### config.mk
export PLATFORM = sky130hd
export DESIGN_NAME = agg_ctrl_flat
export DESIGN_NICKNAME = d
export VERILOG_FILES = /design/src/rtl/agg_ctrl_if.sv /design/src/rtl/agg_ctrl.sv /design/src/flat_wrapper.sv
export SDC_FILE = /design/constraint.sdc
export NUM_CORES = 1
export LEC_CHECK = 0
export BUFFER_PORTS_ARGS = -buffer_cell sky130_fd_sc_hd__buf_2
export CORE_MARGIN = 2
export CORE_UTILIZATION = 45
export CTS_BUF_LIST = sky130_fd_sc_hd__clkbuf_4 sky130_fd_sc_hd__clkbuf_8
export DETAILED_ROUTE_END_ITERATION = 6
export GPL_ROUTABILITY_DRIVEN = 0
export PLACE_DENSITY = 0.78
export SETUP_SLACK_MARGIN = 0.3
export SYNTH_ARGS = -nofsm -noshare
export SYNTH_HDL_FRONTEND = slang
export SYNTH_SLANG_ARGS = --single-unit
### constraint.sdc
create_clock -name clk -period 2.8 [get_ports clk]
set_clock_uncertainty 0.15 [all_clocks]
set_input_delay 0.28 -clock clk [delete_from_list [all_inputs] [get_ports clk]]
set_output_delay 0.28 -clock clk [all_outputs]
set_load 0.005 [all_outputs]
### src/rtl/agg_ctrl_if.sv
// Purpose: partial-product input stream and activated-result output stream of agg_ctrl.
// Latency: none, wires only.
// Backpressure: valid/ready on both streams; master is the producer/consumer side, slave is agg_ctrl.
interface agg_ctrl_if #(
  parameter int agg_width = 12
);
  logic                 in_valid;
  logic [agg_width-1:0] in_data;
  logic                 in_ready;
  logic                 out_valid;
  logic [agg_width-1:0] out_data;
  logic                 out_ready;

  modport master (
    output in_valid, in_data, out_ready,
    input  in_ready, out_valid, out_data
  );

  modport slave (
    input  in_valid, in_data, out_ready,
    output in_ready, out_valid, out_data
  );
endinterface

### src/rtl/agg_ctrl.sv
// Purpose: per-neuron saturating accumulate over fan-in, ReLU, one result per neuron, layer done pulse.
// Latency: last input handshake at edge t -> ACT in t+1 -> out_valid from t+2; done one cycle after final output handshake.
// Backpressure: in_ready only in ACCUM; OUT holds out_valid/out_data until out_ready, stalling all input.
module agg_ctrl #(
  parameter int agg_width = 12,
  parameter int cnt_width = 8
) (
  input  logic                 clk,
  input  logic                 rst,
  input  logic                 start,
  input  logic [cnt_width-1:0] cfg_fanin,
  input  logic [cnt_width-1:0] cfg_neurons,
  agg_ctrl_if.slave            bus,
  output logic [cnt_width-1:0] neuron_idx,
  output logic                 sat_flag,
  output logic                 busy,
  output logic                 done
);

  localparam logic [1:0] st_idle  = 2'd0;
  localparam logic [1:0] st_accum = 2'd1;
  localparam logic [1:0] st_act   = 2'd2;
  localparam logic [1:0] st_out   = 2'd3;

  localparam logic [agg_width-1:0] acc_max = {1'b0, {(agg_width-1){1'b1}}};
  localparam logic [agg_width-1:0] acc_min = {1'b1, {(agg_width-1){1'b0}}};
  localparam logic [cnt_width-1:0] cnt_one = cnt_width'(1);

  logic [1:0]           state_q, state_d;
  logic [cnt_width-1:0] fanin_q, fanin_d;
  logic [cnt_width-1:0] neurons_q, neurons_d;
  logic [agg_width-1:0] acc_q, acc_d;
  logic [cnt_width-1:0] cnt_q, cnt_d;
  logic [cnt_width-1:0] idx_q, idx_d;
  logic                 sat_q, sat_d;
  logic [agg_width-1:0] out_data_q, out_data_d;
  logic                 out_valid_q, out_valid_d;
  logic                 done_q, done_d;
  logic [agg_width:0]   sum_w;

  // One extra bit of headroom: the top two bits differ exactly when the sum overflowed.
  always_comb begin
    sum_w = {acc_q[agg_width-1], acc_q} + {bus.in_data[agg_width-1], bus.in_data};
  end

  // Next-state and datapath control for the IDLE/ACCUM/ACT/OUT sequence.
  always_comb begin
    state_d     = state_q;
    fanin_d     = fanin_q;
    neurons_d   = neurons_q;
    acc_d       = acc_q;
    cnt_d       = cnt_q;
    idx_d       = idx_q;
    sat_d       = sat_q;
    out_data_d  = out_data_q;
    out_valid_d = out_valid_q;
    done_d      = 1'b0;
    case (state_q)
      st_idle: begin
        if (start) begin
          fanin_d   = cfg_fanin;
          neurons_d = cfg_neurons;
          acc_d     = '0;
          cnt_d     = '0;
          idx_d     = '0;
          sat_d     = 1'b0;
          if (cfg_fanin == '0 || cfg_neurons == '0) begin
            done_d = 1'b1;
          end else begin
            state_d = st_accum;
          end
        end
      end
      st_accum: begin
        if (bus.in_valid) begin
          if (sum_w[agg_width] != sum_w[agg_width-1]) begin
            acc_d = sum_w[agg_width] ? acc_min : acc_max;
            sat_d = 1'b1;
          end else begin
            acc_d = sum_w[agg_width-1:0];
          end
          cnt_d = cnt_q + cnt_one;
          // Compare before incrementing so a fan-in of all-ones never wraps.
          if (cnt_q == fanin_q - cnt_one) begin
            state_d = st_act;
          end
        end
      end
      st_act: begin
        out_data_d  = acc_q[agg_width-1] ? '0 : acc_q;
        out_valid_d = 1'b1;
        state_d     = st_out;
      end
      default: begin
        if (bus.out_ready) begin
          out_valid_d = 1'b0;
          if (idx_q == neurons_q - cnt_one) begin
            done_d  = 1'b1;
            state_d = st_idle;
          end else begin
            idx_d   = idx_q + cnt_one;
            acc_d   = '0;
            cnt_d   = '0;
            sat_d   = 1'b0;
            state_d = st_accum;
          end
        end
      end
    endcase
  end

  // State and output registers; reset aborts any layer in flight.
  always_ff @(posedge clk or negedge rst) begin
    if (!rst) begin
      state_q     <= st_idle;
      fanin_q     <= '0;
      neurons_q   <= '0;
      acc_q       <= '0;
      cnt_q       <= '0;
      idx_q       <= '0;
      sat_q       <= 1'b0;
      out_data_q  <= '0;
      out_valid_q <= 1'b0;
      done_q      <= 1'b0;
    end else begin
      state_q     <= state_d;
      fanin_q     <= fanin_d;
      neurons_q   <= neurons_d;
      acc_q       <= acc_d;
      cnt_q       <= cnt_d;
      idx_q       <= idx_d;
      sat_q       <= sat_d;
      out_data_q  <= out_data_d;
      out_valid_q <= out_valid_d;
      done_q      <= done_d;
    end
  end

  assign bus.in_ready  = (state_q == st_accum);
  assign bus.out_valid = out_valid_q;
  assign bus.out_data  = out_data_q;
  assign busy          = (state_q != st_idle);
  assign neuron_idx    = idx_q;
  assign sat_flag      = sat_q;
  assign done          = done_q;

endmodule

### src/flat_wrapper.sv
// flat-port wrapper written by rule: the top's interface ports become plain ports
module agg_ctrl_flat 
#(
  parameter int agg_width = 12,
  parameter int cnt_width = 8
)
  (clk, rst, start, cfg_fanin, cfg_neurons, neuron_idx, sat_flag, busy, done, bus_in_valid, bus_in_data, bus_out_ready, bus_in_ready, bus_out_valid, bus_out_data);
  agg_ctrl_if #(.agg_width(agg_width)) bus_i ();
  input  logic clk;
  input  logic rst;
  input  logic start;
  input  logic [cnt_width-1:0] cfg_fanin;
  input  logic [cnt_width-1:0] cfg_neurons;
  output logic [cnt_width-1:0] neuron_idx;
  output logic sat_flag;
  output logic busy;
  output logic done;
  input wire logic [$bits(bus_i.in_valid)-1:0] bus_in_valid;
  input wire logic [$bits(bus_i.in_data)-1:0] bus_in_data;
  input wire logic [$bits(bus_i.out_ready)-1:0] bus_out_ready;
  output wire logic [$bits(bus_i.in_ready)-1:0] bus_in_ready;
  output wire logic [$bits(bus_i.out_valid)-1:0] bus_out_valid;
  output wire logic [$bits(bus_i.out_data)-1:0] bus_out_data;
  assign bus_i.in_valid = bus_in_valid;
  assign bus_i.in_data = bus_in_data;
  assign bus_i.out_ready = bus_out_ready;
  assign bus_in_ready = bus_i.in_ready;
  assign bus_out_valid = bus_i.out_valid;
  assign bus_out_data = bus_i.out_data;
  agg_ctrl #(.agg_width(agg_width), .cnt_width(cnt_width)) u_core (.clk(clk), .rst(rst), .start(start), .cfg_fanin(cfg_fanin), .cfg_neurons(cfg_neurons), .bus(bus_i), .neuron_idx(neuron_idx), .sat_flag(sat_flag), .busy(busy), .done(done));
endmodule
Yosys cells after proc, flatten, opt, wreduce, memory -nomap -nowiden
Cells that the tools add are included.

Output and inout port bits: 25. Bits in registers: 61. Logic and storage cells: 83. Input bits: 33.

Muxes and demuxes: 36. Reduce and logical (&&, ||, !) cells: 17. Equality and inequality tests: 12. Bitwise logic cells: 3. $add $sub $neg: 5.

Operator list (count): 2-to-1 mux 12 bit (6); 2-to-1 mux 8 bit (6); one-hot mux 12 bit (3 select lines) (1); one-hot mux 8 bit (3 select lines) (1); adder 8 x 1 -> 8 bit (second input constant) (2); == test 8 bit (2); zero test 8 bit (2); one-hot mux 8 bit (2 select lines) (1); subtractor 8 x 1 -> 8 bit (second input constant) (2); adder 12 x 12 -> 13 bit (1); 2-to-1 mux 1 bit (11); 2-to-1 mux 11 bit (1); 2-to-1 mux 2 bit (5); AND reduction 5 bit (2); inequality test 2 bit (second input constant) (4); one-hot mux 2 bit (3 select lines) (1); AND reduction 6 bit (1); nonzero test 2 bit (3); inequality test 2 x 1 -> 1 bit (second input constant) (2); one-hot mux 1 bit (2 select lines) (2); AND reduction 2 bit (2); AND reduction 4 bit (1); nonzero test 4 bit (1); OR reduction 2 bit (2); 9 further kinds (11).

Longest topological paths before layout
Depth in word-level cells: 5. Gate-level depth with buffers: 10. Gate-level depth less buffers: 9.

Worst setup path after synthesis
Ideal clock, no wire load.

Path kind: register to register. Start point: register u_core.acc_q[0]. End point: register u_core.acc_q[2]. Buffers on the path: 1. Cell stages (with the launch flop): 10. Arrival: 2.516 ns. Library setup time: 0.126 ns. Setup slack: 0.008 ns. Required time: 2.524 ns. Clock period less this slack: 2.792 ns. Cells stage by stage: dfrtp_1 > ha_1 > fa_1 > a211oi_1 > o211ai_1 > a31oi_1 > nand4_1 > and3_1 > clkbuf_1 > a221o_1.

Word-level cells in the longest chain between the ends: 5. Elaborated cells between the ends (all ways): 6. Classes of those cells: add/sub (1); eq/ne (1); mux (4).

RTL lines: start, declared (RTL line agg_ctrl.sv:32) `logic [agg_width-1:0] acc_q, acc_d;`; start signal, assigned (RTL line agg_ctrl.sv:118) `acc_q <= '0;`; start signal, assigned (RTL line agg_ctrl.sv:129) `acc_q <= acc_d;`; adder 12 x 12 -> 13 bit * (RTL line agg_ctrl.sv:43) `sum_w = {acc_q[agg_width-1], acc_q} + {bus.in_data[agg_width-1], bus.in_data};`; 2-to-1 mux 12 bit / inequality test 1 bit (equally long branches) (RTL line agg_ctrl.sv:77, agg_ctrl.sv:76); 2-to-1 mux 12 bit * (RTL line agg_ctrl.sv:76) `if (sum_w[agg_width] != sum_w[agg_width-1]) begin`; 2-to-1 mux 12 bit * (RTL line agg_ctrl.sv:75) `if (bus.in_valid) begin`; one-hot mux 12 bit (3 select lines) * (RTL line agg_ctrl.sv:58) `case (state_q)`.

Mark *: on every way between the ends. The rest lies on a longest branch, timed or not. The select of a mux whose other input is x is not followed. A chain may end at the register's enable or synchronous reset.

Worst setup path after layout
Start point: register u_core.neurons_q[0]. End point: register u_core.idx_q[6] (netlist: u_core.neuron_idx[6]).

Word-level cells in the longest chain between the ends: 4.

RTL lines: start, declared (RTL line agg_ctrl.sv:31) `logic [cnt_width-1:0] neurons_q, neurons_d;`; start signal, assigned (RTL line agg_ctrl.sv:128) `neurons_q <= neurons_d;`; subtractor 8 x 1 -> 8 bit (RTL line agg_ctrl.sv:97) `if (idx_q == neurons_q - cnt_one) begin`; == test 8 bit (RTL line agg_ctrl.sv:97); inequality test 2 bit (no line); AND reduction 4 bit (no line); end signal, assigned (RTL line agg_ctrl.sv:131) `idx_q <= idx_d;`; end, declared (RTL line agg_ctrl.sv:34) `logic [cnt_width-1:0] idx_q, idx_d;`.

No other way between the ends.

==> impl_metrics.py <==
metrics = {
    "run_status": {
        "outcome": "finished clean",
    },
    "global_route": {
        "grt_util_met2_pct": 32.9,
        "grt_pass1_vias": 3162,
        "grt_max_degree": 61,
        "grt_pass1_wl_um": 14600,
        "grt_overflow_total": 0,
        "busiest_layer": "met2",
        "grtUsageMet3_pct": 5.06,
        "grt_util_met1_pct": 26.9,
        "antenna_found_initial": 0,
        "track_usage_pct": 20.3,
    },
    "placement": {
        "hpwlAfterDp_um": 6160,
        "portBuffers": 56,
    },
    "sta": {
        "whs_ns": 0.0400,
        "period_share_pct": 97.8,
        "slew_headroom_pct": 49.2,
        "fin_setup_tns_ns": 0,
        "timing.fmax_ghz": 0.365,
        "setup_viol": 0,
        "worst_slew_pin_slew_ns": 0.762,
        "rsz0062_at_grt": "true",
        "min_period_ns": 2.74,
        "slew_viol_final": 0,
        "finalHoldViolCount": 0,
    },
    "synthesis": {
        "ys_types": 58,
        "ys_seq_area_share_pct": 40.2,
        "synth_area_um2": 3730,
        "yosysWarnings": 0,
        "synth_edf_count": 0,
        "ys.flop_type": "dfrtp_1",
        "synth-seq-cells": 60,
        "syn_inst": 389,
        "syn_avg_cell_area_um2": 9.60,
        "syn-num-nets": 443,
        "synth-async-reset-ratio_pct": 100,
    },
    "clock_network": {
        "cts_sinks": 60,
        "clk_pin_slew_ns": 0.07,
        "cts.path.max_buffers": 2,
        "cts_buffers": 9,
        "clock_latency_ns": 0.33,
        "h-tree-depth": 3,
        "root_buffer": "clkbuf_8",
        "cts_tree": "built",
    },
    "critical_path": {
        "r2r_slack_ns": 0.06,
        "path_max_fanout": 6,
        "worstPathRequired_ns": 2.89,
        "cp-end-kind": "flip-flop",
        "startpoint_type": "flip-flop",
        "critPathTopFamily": "simple AND/OR/NAND/NOR gates",
        "max_stage_delay_ns": 0.40,
        "path_cells": "inv_1, ha_2, or3b_4, nor3_2, xnor2_1, and4bb_4, o31a_1, buf_12, or3_1, a21oi_1",
        "critPathKind": "flip-flop to flip-flop",
        "cp.arrival_ns": 2.83,
        "crit_slowest_cell": "or3b_4",
        "cp_num_buf_inv": 2,
    },
    "layout": {
        "syn_to_final_growth_pct": 26.4,
        "fill_cells": 660,
        "fin_nets": 525,
        "drive_above_1_share_pct": 31.9,
        "num_antenna_cells": 0,
    },
    "die": {
        "core_um2": 8130,
        "ios": 58,
        "die_y_um": 95.1,
        "start_util_pct": 45.9,
        "die_width_um": 95.1,
        "die_area_um2": 9040,
        "fp-row-count": 33,
    },
    "worst_hold_path": {
        "hp-class": "input port to flip-flop",
    },
    "drt": {
        "drc": 0,
        "via_count": 3294,
        "wl_per_cell_um": 15.6,
        "ant_nets": 0,
        "dr.pass1.iters": 4,
        "routed_via_density": 5.67,
        "postRouteWirelength_um": 9050,
        "drtIter0Drc": 191,
    },
    "power": {
        "p_leak_nw": 2.25,
        "p_per_area_nw_per_um2": 1070,
        "vdd.ir_drop.worst_mv": 0.335,
    },
    "flow_run": {
        "cap_violations": 0,
    },
}
-- metal layers --
layer | vias to the layer above | share of wire (%)
met4 | 0 | 1.2
met2 | 88 | 50
met3 | 12 | 4.6
met1 | 1612 | 45
li1 | 1582 | -
met5 | - | 0
-- report_power, final --
part           switching, W  leakage, nW  internal (W)  total [W]
clock network      0.000335        0.106      0.000467   0.000801
registers          0.000342        0.776       0.00117    0.00151
logic               0.00133         1.37       0.00139    0.00272
-- timing repair --
item,4_1_cts,5_1_grt
gates cloned,1,0
pin swaps,17,11
resized for setup,21,15
hold buffers,1,0
buffers inserted,16,1
endpoints found under the hold margin,60,0
endpoints found under the setup margin,29,32
-- flip-flops by register name, indices dropped and copies added, names as in the netlist --
register	cells
u_core.done	1
u_core.bus.out_data	11
u_core.state_q	2
u_core.cnt_q	8
u_core.acc_q	12
u_core.bus.out_valid	1
u_core.neuron_idx	8
u_core.sat_flag	1
u_core.neurons_q	8
u_core.fanin_q	8
-- path summary, 6_finish.rpt --
kind                                                    start                                 end  cells past startpoint
setup / recovery              u_core.neurons_q[0]$_DFFE_PN0P_    u_core.neuron_idx[6]$_DFFE_PN0P_                     10
hold / removal                                   cfg_fanin[6]       u_core.fanin_q[6]$_DFFE_PN0P_                      2
setup reg to reg              u_core.neurons_q[0]$_DFFE_PN0P_    u_core.neuron_idx[6]$_DFFE_PN0P_                     10
hold reg to reg            u_core.bus.out_data[4]$_DFFE_PN0P_  u_core.bus.out_data[4]$_DFFE_PN0P_                      2
max in group asynchronous                                 rst    u_core.bus.out_valid$_DFFE_PN0P_                      3
min in group asynchronous                                 rst  u_core.bus.out_data[6]$_DFFE_PN0P_                      3
-- stage by stage --
step / util, % / cell area, µm² / power, W / setup slack, ns / std cells
after CTS: 57.3 / 4660 / 0.00490 / 0.132 / 580
final: 58.1 / 4720 / 0.00504 / 0.0627 / 581
after global routing: 58.1 / 4720 / 0.00539 / 0.00298 / 581
after global placement: 51.3 / 4170 / 0.00364 / 0.143 / 546
after detailed placement: 51.3 / 4170 / 0.00374 / 0.0607 / 546
after floorplan: - / 3770 / 0.00316 / 0.287 / 389
-- area by class of cell --
cell class                      instances  area [µm²]  area share [%]
Multi-Input combinational cell        294        2240            47.5
Sequential cell                        60        1500            31.8
Timing Repair Buffer                   83         554            11.7
Clock buffer                           12         159            3.37
Tap cell                              105         131            2.78
Inverter                               23        86.3            1.83
Clock inverter                          4        47.5            1.01
-- cells in the mapped netlist, types with 5 or more instances --
cell      number  area share, %
nand3_1       14            1.9
ha_1          20            6.7
nor2b_1        5           0.84
o21ai_0       22            2.9
nor3_1         9            1.2
mux2_2        19            5.7
and3_1         6            1.0
a221o_1       10            2.7
nand2_1       29            2.9
xor2_1         7            1.6
a21oi_1       18            2.4
xnor2_1       21            4.9
nand2b_1       5           0.84
inv_1         23            2.3
a21o_1        10            2.0
nor2_1        24            2.4
dfrtp_1       60             40
clkbuf_1       9           0.90
a31oi_1        9            1.5
o21a_1         5            1.0
-- kinds of logic (layout without fill, tap and decap cells) --
group / after synthesis / after routing / synth area share, %
muxes: 22 / 22 / 6.53
AOI/OAI and AO/OA: 101 / 101 / 18.4
and+or+nand+nor: 119 / 119 / 16.6
other: 1 / 1 / 0.100
xor gates and xnor gates: 28 / 28 / 6.57
adders and majority gates: 23 / 23 / 7.77
DFF: 60 / 60 / 40.2
buffers and inverters: 35 / 122 / 3.85
-- cells in the final DEF, fill, tap and decap left out, types with 4 or more instances in the layout --
cell / synthesis / layout
xnor2_1: 21 / 21
nor3_1: 9 / 7
a31oi_1: 9 / 8
buf_6: 1 / 5
o21ai_0: 22 / 19
nand3_1: 14 / 14
a21oi_1: 18 / 16
inv_1: 23 / 23
nor2b_1: 5 / 4
mux2_2: 19 / 17
nand4_1: 4 / 4
xor2_1: 7 / 7
buf_4: 1 / 18
nand2b_1: 5 / 5
buf_2: 1 / 56
and3_1: 6 / 4
dfrtp_1: 60 / 60
o21a_1: 5 / 4
nand2_1: 29 / 29
a21o_1: 10 / 9
a221o_1: 10 / 10
clkbuf_8: 0 / 11
ha_1: 20 / 18
nor2_1: 24 / 23
-- worst register-to-register path: cells and delay by family (launching register included) --
kind | cells | cell delay [ns]
xor gates and xnor gates | 1 | 0.09
buffers and inverters | 2 | 0.22
AOI/OAI and AO/OA | 2 | 0.53
DFF | 1 | 0.39
and+or+nand+nor | 4 | 1.11
adders and majority gates | 1 | 0.17
Note: power is estimated with default switching activity, not from simulation.
